===== config.mk =====
export PLATFORM = sky130hd
export DESIGN_NAME = sonar_rx_comandos
export DESIGN_NICKNAME = d
export VERILOG_FILES = /design/src/rtl/sonar_rx_comandos.sv
export SDC_FILE = /design/constraint.sdc
export NUM_CORES = 1
export LEC_CHECK = 0
export BUFFER_PORTS_ARGS = -buffer_cell sky130_fd_sc_hd__buf_2
export CELL_PAD_IN_SITES_DETAIL_PLACEMENT = 1
export CELL_PAD_IN_SITES_GLOBAL_PLACEMENT = 1
export CORE_AREA = 4 4 71 73
export CTS_CLUSTER_SIZE = 12
export DETAILED_ROUTE_END_ITERATION = 8
export DIE_AREA = 0 0 75 77
export PLACE_DENSITY = 0.74
export SLEW_MARGIN = 0
export SYNTH_ARGS = -nofsm -noshare
export SYNTH_HDL_FRONTEND = slang
export SYNTH_SLANG_ARGS = --single-unit

===== constraint.sdc =====
create_clock -name clock -period 1.5 [get_ports clock]
set_input_delay 0.225 -clock clock [delete_from_list [all_inputs] [get_ports clock]]
set_output_delay 0.225 -clock clock [all_outputs]
set_load 0.02 [all_outputs]

===== src/rtl/sonar_rx_comandos.sv =====
// Serial command receiver for the sonar: deserialises 7O2 UART frames and turns
// single ASCII characters into ligar / interromper / reset_sistema controls for sonar_uc.
module sonar_rx_comandos #(
  parameter int unsigned DIVISOR = 434
) (
  input  logic       clock,
  input  logic       reset,
  input  logic       rx,
  output logic       ligar,
  output logic       interromper,
  output logic       reset_sistema,
  output logic       comando_invalido,
  output logic       pronto,
  output logic       erro_paridade,
  output logic       erro_quadro,
  output logic [6:0] dado_recebido,
  output logic [3:0] db_estado
);

  localparam int unsigned TW = $clog2(DIVISOR);
  localparam logic [TW-1:0] FIM_BIT  = TW'(DIVISOR - 1);
  localparam logic [TW-1:0] FIM_MEIO = TW'(DIVISOR / 2 - 1);

  typedef enum logic [3:0] {
    REPOUSO    = 4'd0,
    START      = 4'd1,
    DADOS      = 4'd2,
    PARIDADE   = 4'd3,
    STOP       = 4'd4,
    DECODIFICA = 4'd5,
    ERRO       = 4'd6
  } estado_t;

  estado_t       estado, prox;
  logic          rx_m, rx_s;
  logic [TW-1:0] tmr;
  logic [2:0]    bit_cnt;
  logic [6:0]    shift;
  logic          pbit;
  logic          tmr_fim;
  logic          paridade_ok;
  logic          em_decod;
  logic          cmd_l, cmd_p, cmd_c, cmd_r;

  // The start state times only half a bit so later samples land mid-bit.
  assign tmr_fim     = (estado == START) ? (tmr == FIM_MEIO) : (tmr == FIM_BIT);
  assign paridade_ok = ^{shift, pbit};
  assign em_decod    = (estado == DECODIFICA);
  assign db_estado   = estado;

  assign cmd_l = (shift == 7'h6C) || (shift == 7'h4C);
  assign cmd_p = (shift == 7'h70) || (shift == 7'h50);
  assign cmd_c = (shift == 7'h63) || (shift == 7'h43);
  assign cmd_r = (shift == 7'h72) || (shift == 7'h52);

  always_comb begin
    prox = estado;
    case (estado)
      REPOUSO:    if (!rx_s) prox = START;
      START:      if (tmr_fim) prox = rx_s ? REPOUSO : DADOS;
      DADOS:      if (tmr_fim && bit_cnt == 3'd6) prox = PARIDADE;
      PARIDADE:   if (tmr_fim) prox = STOP;
      STOP:       if (tmr_fim) prox = rx_s ? DECODIFICA : ERRO;
      DECODIFICA: prox = REPOUSO;
      ERRO:       if (rx_s) prox = REPOUSO;
      default:    prox = REPOUSO;
    endcase
  end

  always_comb begin
    pronto           = 1'b0;
    ligar            = 1'b0;
    reset_sistema    = 1'b0;
    comando_invalido = 1'b0;
    erro_quadro      = (estado == ERRO);
    if (em_decod) begin
      pronto = 1'b1;
      if (paridade_ok) begin
        ligar            = cmd_l;
        reset_sistema    = cmd_r;
        comando_invalido = !(cmd_l || cmd_p || cmd_c || cmd_r);
      end
    end
  end

  always_ff @(posedge clock) begin
    if (!reset) begin
      rx_m          <= 1'b1;
      rx_s          <= 1'b1;
      estado        <= REPOUSO;
      tmr           <= '0;
      bit_cnt       <= '0;
      shift         <= '0;
      pbit          <= 1'b0;
      dado_recebido <= '0;
      erro_paridade <= 1'b0;
      interromper   <= 1'b0;
    end else begin
      rx_m   <= rx;
      rx_s   <= rx_m;
      estado <= prox;

      if (estado != prox || estado == REPOUSO || tmr_fim)
        tmr <= '0;
      else
        tmr <= tmr + TW'(1);

      if (estado == REPOUSO)
        bit_cnt <= '0;
      else if (estado == DADOS && tmr_fim)
        bit_cnt <= bit_cnt + 3'd1;

      if (estado == DADOS && tmr_fim)
        shift <= {rx_s, shift[6:1]};

      if (estado == PARIDADE && tmr_fim)
        pbit <= rx_s;

      if (em_decod) begin
        dado_recebido <= shift;
        erro_paridade <= ~paridade_ok;
        if (paridade_ok) begin
          if (cmd_p)
            interromper <= 1'b1;
          else if (cmd_c || cmd_r)
            interromper <= 1'b0;
        end
      end
    end
  end

endmodule


==> results.md, run 1 <==
- ANT cells: 0
- Number of buffers and inverters on the critical path: 1
- CP max-delay cell: dfxtp_2
- DR DRC count: 0
- Mapped Area: between 1500 and 2000 um2
- R2R cell count: 5
- Met2 usage: 0.297
- H-tree Lvls: 2
- WP data arrival: 1.73 ns
- Hold WC Path Type: primary input to flip-flop
- P&R area growth vs syn: 42.2%
- Max stage delay on crit path: around 0.34 ns
- Placed Cells: around 290
- Clock root buffer: clkbuf_8
- Netlist cell types: 40
- Post-route minimum period: 1.95 ns
- Via count: about 1500
- Flops & latches, synth: 35
- PD cells: about 670 nW/um2
- DR vias/cell: between 5 and 6
- Failing checks: setup timing
- Critical Path Most Common Cell: xnor2_1
- Worst setup SP type: flip-flop
- Synthesized instance count: 190
- Stages on worst setup path: 6
- GR met3 Demand/Resource: 0.0340
- Hold Slack: between 0.1 and 0.15 ns
- Crit. Startpoint: shift[4]
- Setup TNS Final: -1.91 ns
- Ports: 21
- Crit-path leading delay family: simple AND/OR/NAND/NOR gates
- RSZ-0062 raised after global routing: true
- Max Cap Viol: 0
- Core area: around 4400 um2
- Initial core utilization: 0.389
- Die footprint: ~5800 um2
- Pleak: 0.978 nW
- Net Count, Synth: 196
- Post-synth ARST share: 0
- Synth Warn #: 0
- Number of I/O port buffers: 20
- CP Class: flip-flop to primary output
- Num rows: 24
- Met1 usage: 0.197
- Status: finished, violations left
- Total GRT Usage: 0.168
- Reg2reg setup slack: -0.09 ns
- Clk buf depth: 2
- WL final: between 4000 and 5000 um
- Clk_skew: ~0.0076 ns
- Die height: 77 um
- Critical path endpoint category: primary output
- Total CTS buffers: 5
- GR peak layer: met2
- GP Congestion: between 0.8 and 0.9
- Final nets: ~250
- Synth Flop Type: dfxtp_1
- EDFF count, synth: 0
- Detail Route Antenna Nets: 0
- Peak Freq: a little over 500 MHz
- Crit path required time: between 1 and 1.5 ns
- Reg-to-reg startpoint: tmr[8]
- Final setup margin: -0.455 ns
- First-pass GRT wire length: approximately 7500 um
- Crit path cell chain: xnor2_2, xnor2_1, xnor2_1, or2_4, nor3b_4, buf_6
- Hold Fails Final Rpt: 0
- Worst VDD drop: around 0.37 mV
- Register area share after synthesis: 0.413
- CTS tree: built
- Routed wire per std cell: between 15 and 20 um
- Clock sinks: 35
- CP endpoint: comando_invalido
- Vias in the first global route: between 1500 and 2000
- DRT iter0 DRCs: 71
- Final period util: 1.30
- Fraction of layout cells with a size suffix above 1: 0.429
- Worst skew pair latency: around 0.28 ns
- Slew Limit Fails: 0
- Worst Path Max Fanout: 3
- Worst R2R End: db_estado[0]
- Setup-failing EPs final: 23
- DIE WIDTH: approximately 75 um
- First-pass DRT Iterations: 4
- Grt total ovfl: 0
- Avg Cell Area, Syn: just under 9 um2
- HPWL after DPL: ~3200 um
- Initial antenna violation count: 0
- Clock-pin slew on the worst setup and hold paths: about 0.070 ns
- Largest net degree at the start of global routing: 21
- Non-Filler Instances: 297
cell usage after synthesis, types with 5 or more instances:
| master | n | area (um2) |
|---|---|---|
| nor2b_1 | 11 | 68.8 |
| nand2_1 | 23 | 86.3 |
| dfxtp_1 | 35 | 701 |
| nor2_1 | 18 | 67.6 |
| xnor2_1 | 9 | 78.8 |
| nand4_1 | 5 | 31.3 |
| mux2i_1 | 11 | 110 |
| nand3_1 | 8 | 40.0 |
| a21boi_1 | 8 | 60.1 |
| clkbuf_1 | 5 | 18.8 |
| xor2_1 | 7 | 61.3 |
| a21oi_1 | 5 | 25.0 |
report_power, final:
part	internal, mW	switching [mW]	total [mW]
logic	0.0277	0.0336	0.0613
clock network	0.309	0.311	0.620
registers	0.933	0.00383	0.936
through the flow:
step / cell area (um2) / setup slack (ns) / util / power (mW)
2_1_floorplan: 1750 / -0.102 / - / 0.989
3_3_place_gp: 2110 / -0.0758 / 0.485 / 1.01
3_5_place_dp: 2110 / -0.163 / 0.485 / 1.01
4_1_cts: 2280 / -0.388 / 0.524 / 1.63
5_1_grt: 2410 / -0.535 / 0.554 / 1.68
6_report: 2410 / -0.455 / 0.554 / 1.62
what timing repair did:
action,4_1_cts,5_1_grt
resized for setup,22,25
gates cloned,0,1
pin swaps,7,20
hold buffers,0,0
setup buffers,2,4
setup endpoints to repair,24,29
endpoints found under the hold margin,0,0
how the worst min path moves through the flow:
stage,from,endpoint,slack [ns],depth (start not counted)
after floorplan,reset,rx_m,0.30,1
after global placement,rx,rx_m,0.41,2
after detailed placement,rx,rx_m,0.41,2
after CTS,rx,rx_m,0.12,2
after global routing,rx,rx_m,0.14,2
final,rx,rx_m,0.12,2
area by class of cell:
class | instances | area, um2
inverters | 6 | 22.5
clock buffers | 6 | 72.6
flip-flops and latches | 35 | 718
repair buffers | 57 | 432
fillers | 505 | 1940
well taps | 52 | 65.1
multi-input cells | 141 | 1100
cell usage in the layout (no fill, tap or decap), types with 2 or more instances in the layout:
cell type	instances
dfxtp_2	11
buf_2	15
nor2b_1	10
nand3_1	6
inv_1	4
nor2_2	9
buf_6	11
mux2i_1	11
dfxtp_1	23
a21boi_1	8
nand2b_1	3
xnor2_1	5
nor3_1	2
a211o_4	2
nand2_1	23
a21oi_1	5
buf_4	31
xnor2_2	4
inv_2	2
nand4_1	5
xor2_1	7
and3_1	2
ha_1	3
clkbuf_8	5
nor2_1	8
routing by layer:
metal,vias to the layer above,routed length (um)
met2,14,2610
met5,-,0
met1,744,2050
met4,0,70
met3,7,120
li1,750,-
registers in the layout, summed over array words and instances (netlist names):
| name | flops |
|---|---|
| bit_cnt | 3 |
| dado_recebido | 7 |
| db_estado | 4 |
| erro_paridade | 1 |
| interromper | 1 |
| pbit | 1 |
| rx_m | 1 |
| rx_s | 1 |
| shift | 7 |
| tmr | 9 |
cell families (layout without fill, tap and decap cells):
kind of cell | Yosys count | after routing | share of synthesized area
AO/OA/AOI/OAI | 22 | 23 | 0.0989
XOR/XNOR | 16 | 16 | 0.0827
adder cells (fa/ha/maj) | 3 | 3 | 0.0221
buffers and inverters | 15 | 69 | 0.0362
flip-flops | 35 | 35 | 0.413
multiplexers | 11 | 11 | 0.0649
other | 1 | 1 | 0.00221
AND/OR/NAND/NOR | 87 | 87 | 0.280
No activity file was read; power rests on OpenSTA's default activity.
==> inputs of run 2 (changes only) <==
--- a/config.mk
+++ b/config.mk
@@ -8,10 +8,10 @@
 export BUFFER_PORTS_ARGS = -buffer_cell sky130_fd_sc_hd__buf_2
 export CELL_PAD_IN_SITES_DETAIL_PLACEMENT = 1
 export CELL_PAD_IN_SITES_GLOBAL_PLACEMENT = 1
-export CORE_AREA = 4 4 71 73
+export CORE_AREA = 2 2 69 71
 export CTS_CLUSTER_SIZE = 12
 export DETAILED_ROUTE_END_ITERATION = 8
-export DIE_AREA = 0 0 75 77
+export DIE_AREA = 0 0 71 73
 export PLACE_DENSITY = 0.74
 export SLEW_MARGIN = 0
 export SYNTH_ARGS = -nofsm -noshare
==> results.md, run 2 (same netlist as run 1, synthesis figures left out) <==
- Worst slack at placement: -0.180 ns
- Die footprint: just over 5000 um2
- WP data arrival: around 1.8 ns
- Critical Path Most Common Cell: xnor2_1
- Die height: 73 um
- Largest regs: tmr: 9 flops, dado_recebido: 7 flops, shift: 7 flops
- Clock share of power: 0.403
- Fill cell count: 503
- DIE WIDTH: 71 um
- Clock sinks: 35
- Final setup margin: -0.525 ns
- Initial core utilization: 0.374
- Total GRT Usage: 0.195
- Hold Fails Final Rpt: 0
- RSZ-0062 raised after global routing: true
- Worst skew pair latency: approximately 0.30 ns
- Final nets: approximately 260
- CTS tree: built
- Worst Path Max Fanout: 3
- Status: finished, violations left
- PD cells: 634 nW/um2
- WL final: between 5000 and 6000 um
- Core area: approximately 4500 um2
- Hold Slack: around 0.12 ns
- First-pass DRT Iterations: 4
- Total CTS buffers: 5
- R2R cell count: 8
- Crit path cell chain: xnor2_2, xnor2_1, xnor2_1, or2_4, nor3b_4, buf_6
- Largest net degree at the start of global routing: 19
- DR vias/cell: just over 5
- Worst setup SP type: flip-flop
- Clk buf depth: 2
- ANT cells: 0
- DRT iter0 DRCs: 116
- Switching share of power: 0.233
- Slew Limit Fails: 0
- Commonest cells after routing, fill and taps aside: buf_4 (37), dfxtp_1 (25), nand2_1 (23)
- Worst VDD drop: 0.492 mV
- Detail Route Antenna Nets: 0
- Hold WC Path Type: primary input to flip-flop
- Vias in the first global route: 1635
- Num rows: 25
- Pleak: 1.01 nW
- Post-route minimum period: just over 2 ns
- Routed wire per std cell: around 18 um
- Top reg by flops: tmr
- GP Congestion: 0.808
- Combinational power share: 0.038
- Critical path endpoint category: primary output
- Seq pwr share: 0.559
- DR DRC count: 0
- H-tree Lvls: 2
- Crit-path leading delay family: XOR/XNOR gates
- Stages on worst setup path: 6
- Clock-pin slew on the worst setup and hold paths: around 0.060 ns
- Clock root buffer: clkbuf_8
- Max stage delay on crit path: around 0.34 ns
- Psw: roughly 390 uW
- CP Class: flip-flop to primary output
- Ports: 21
- Fraction of layout cells with a size suffix above 1: 0.480
- Initial antenna violation count: 0
- Clk_skew: ~0.0056 ns
- Worst hold path depth: 2
- P&R area growth vs syn: 55.7%
- First-pass GRT wire length: 7780 um
- Number of I/O port buffers: 20
- Hold_buf cts: 0
- Via count: between 1500 and 2000
- Failing checks: setup timing
- Number of buffers and inverters on the critical path: 1
- CP max-delay cell: dfxtp_1
- Grt total ovfl: 0
- HPWL after DPL: approximately 3100 um
- Setup-failing EPs final: 21
- Crit path required time: approximately 1.3 ns
- Pint: approximately 1.3 mW
- Largest register FFs: 9
- Peak Freq: 494 MHz
- Commonest non-fill, non-tap cell in the layout: buf_4
- Max Cap Viol: 0
- Final period util: 1.35
[run 2: cell count changes in the layout (fill, tap and decap cells not counted), sizes merged]
cell,before,now
a211o,3,2
clkinv,0,1
buf,57,65
nand2,24,25
clkbuf,6,8
[run 2: worst reg2reg max path, delay by kind of cell, from the launching register on]
| family | cells | cell delay [ns] |
|---|---|---|
| buffers and inverters | 3 | 0.38 |
| DFF | 1 | 0.33 |
| muxes | 1 | 0.18 |
| and+or+nand+nor | 1 | 0.13 |
| AOI/OAI and AO/OA | 3 | 0.58 |
[run 2: power by group through the flow]
stage | clock network [mW] | logic, mW | registers [mW]
floorplan | 0 | 0.0283 | 0.961
global placement | 0 | 0.0524 | 0.959
detailed placement | 0 | 0.0535 | 0.960
CTS | 0.706 | 0.0559 | 0.935
global route | 0.728 | 0.0682 | 0.935
finish | 0.675 | 0.0634 | 0.935
[run 2: repair_timing]
action,4_1_cts,5_1_grt
cloned,1,1
gates resized for setup,21,51
setup buffers,5,9
endpoints found under the setup margin,18,29
pin swaps,10,24
hold endpoints to repair,0,0
[run 2: layer usage]
metal | GRT usage | part of all wire | vias up
met5 | 0 | 0 | -
met4 | 0.0985 | 0.018 | 0
met1 | 0.229 | 0.42 | 801
met2 | 0.333 | 0.54 | 23
li1 | - | - | 772
met3 | 0.0442 | 0.023 | 9
[run 2: final timing paths]
check,startpoint,endpoint,slack [ns]
setup / recovery,pbit,comando_invalido,-0.53
hold / removal,rx,rx_m,0.12
setup reg to reg,db_estado[0],db_estado[1],-0.22
hold reg to reg,rx_m,rx_s,0.45
[run 2: area by class of cell]
cell class                 count  area, um2  share of cell area
timing repair buffer          66        531               0.201
tap                           54       67.6              0.0256
clock inverter                 1       5.00             0.00190
sequential                    35        721               0.273
inverter                       6       25.0             0.00948
clock buffer                   7       76.3              0.0289
multi-input combinational    141       1210               0.460
[run 2: stage by stage]
| stage | area (um2) | setup TNS (ns) | utilization | power [mW] | instances |
|---|---|---|---|---|---|
| 3_3_place_gp | 2140 | -0.154 | 0.471 | 1.01 | 288 |
| 2_1_floorplan | 1750 | -0.181 | - | 0.989 | 190 |
| 6_report | 2640 | -3.40 | 0.582 | 1.67 | 310 |
| 5_1_grt | 2640 | -4.74 | 0.582 | 1.73 | 310 |
| 3_5_place_dp | 2140 | -0.434 | 0.471 | 1.01 | 288 |
| 4_1_cts | 2340 | -1.23 | 0.516 | 1.70 | 302 |
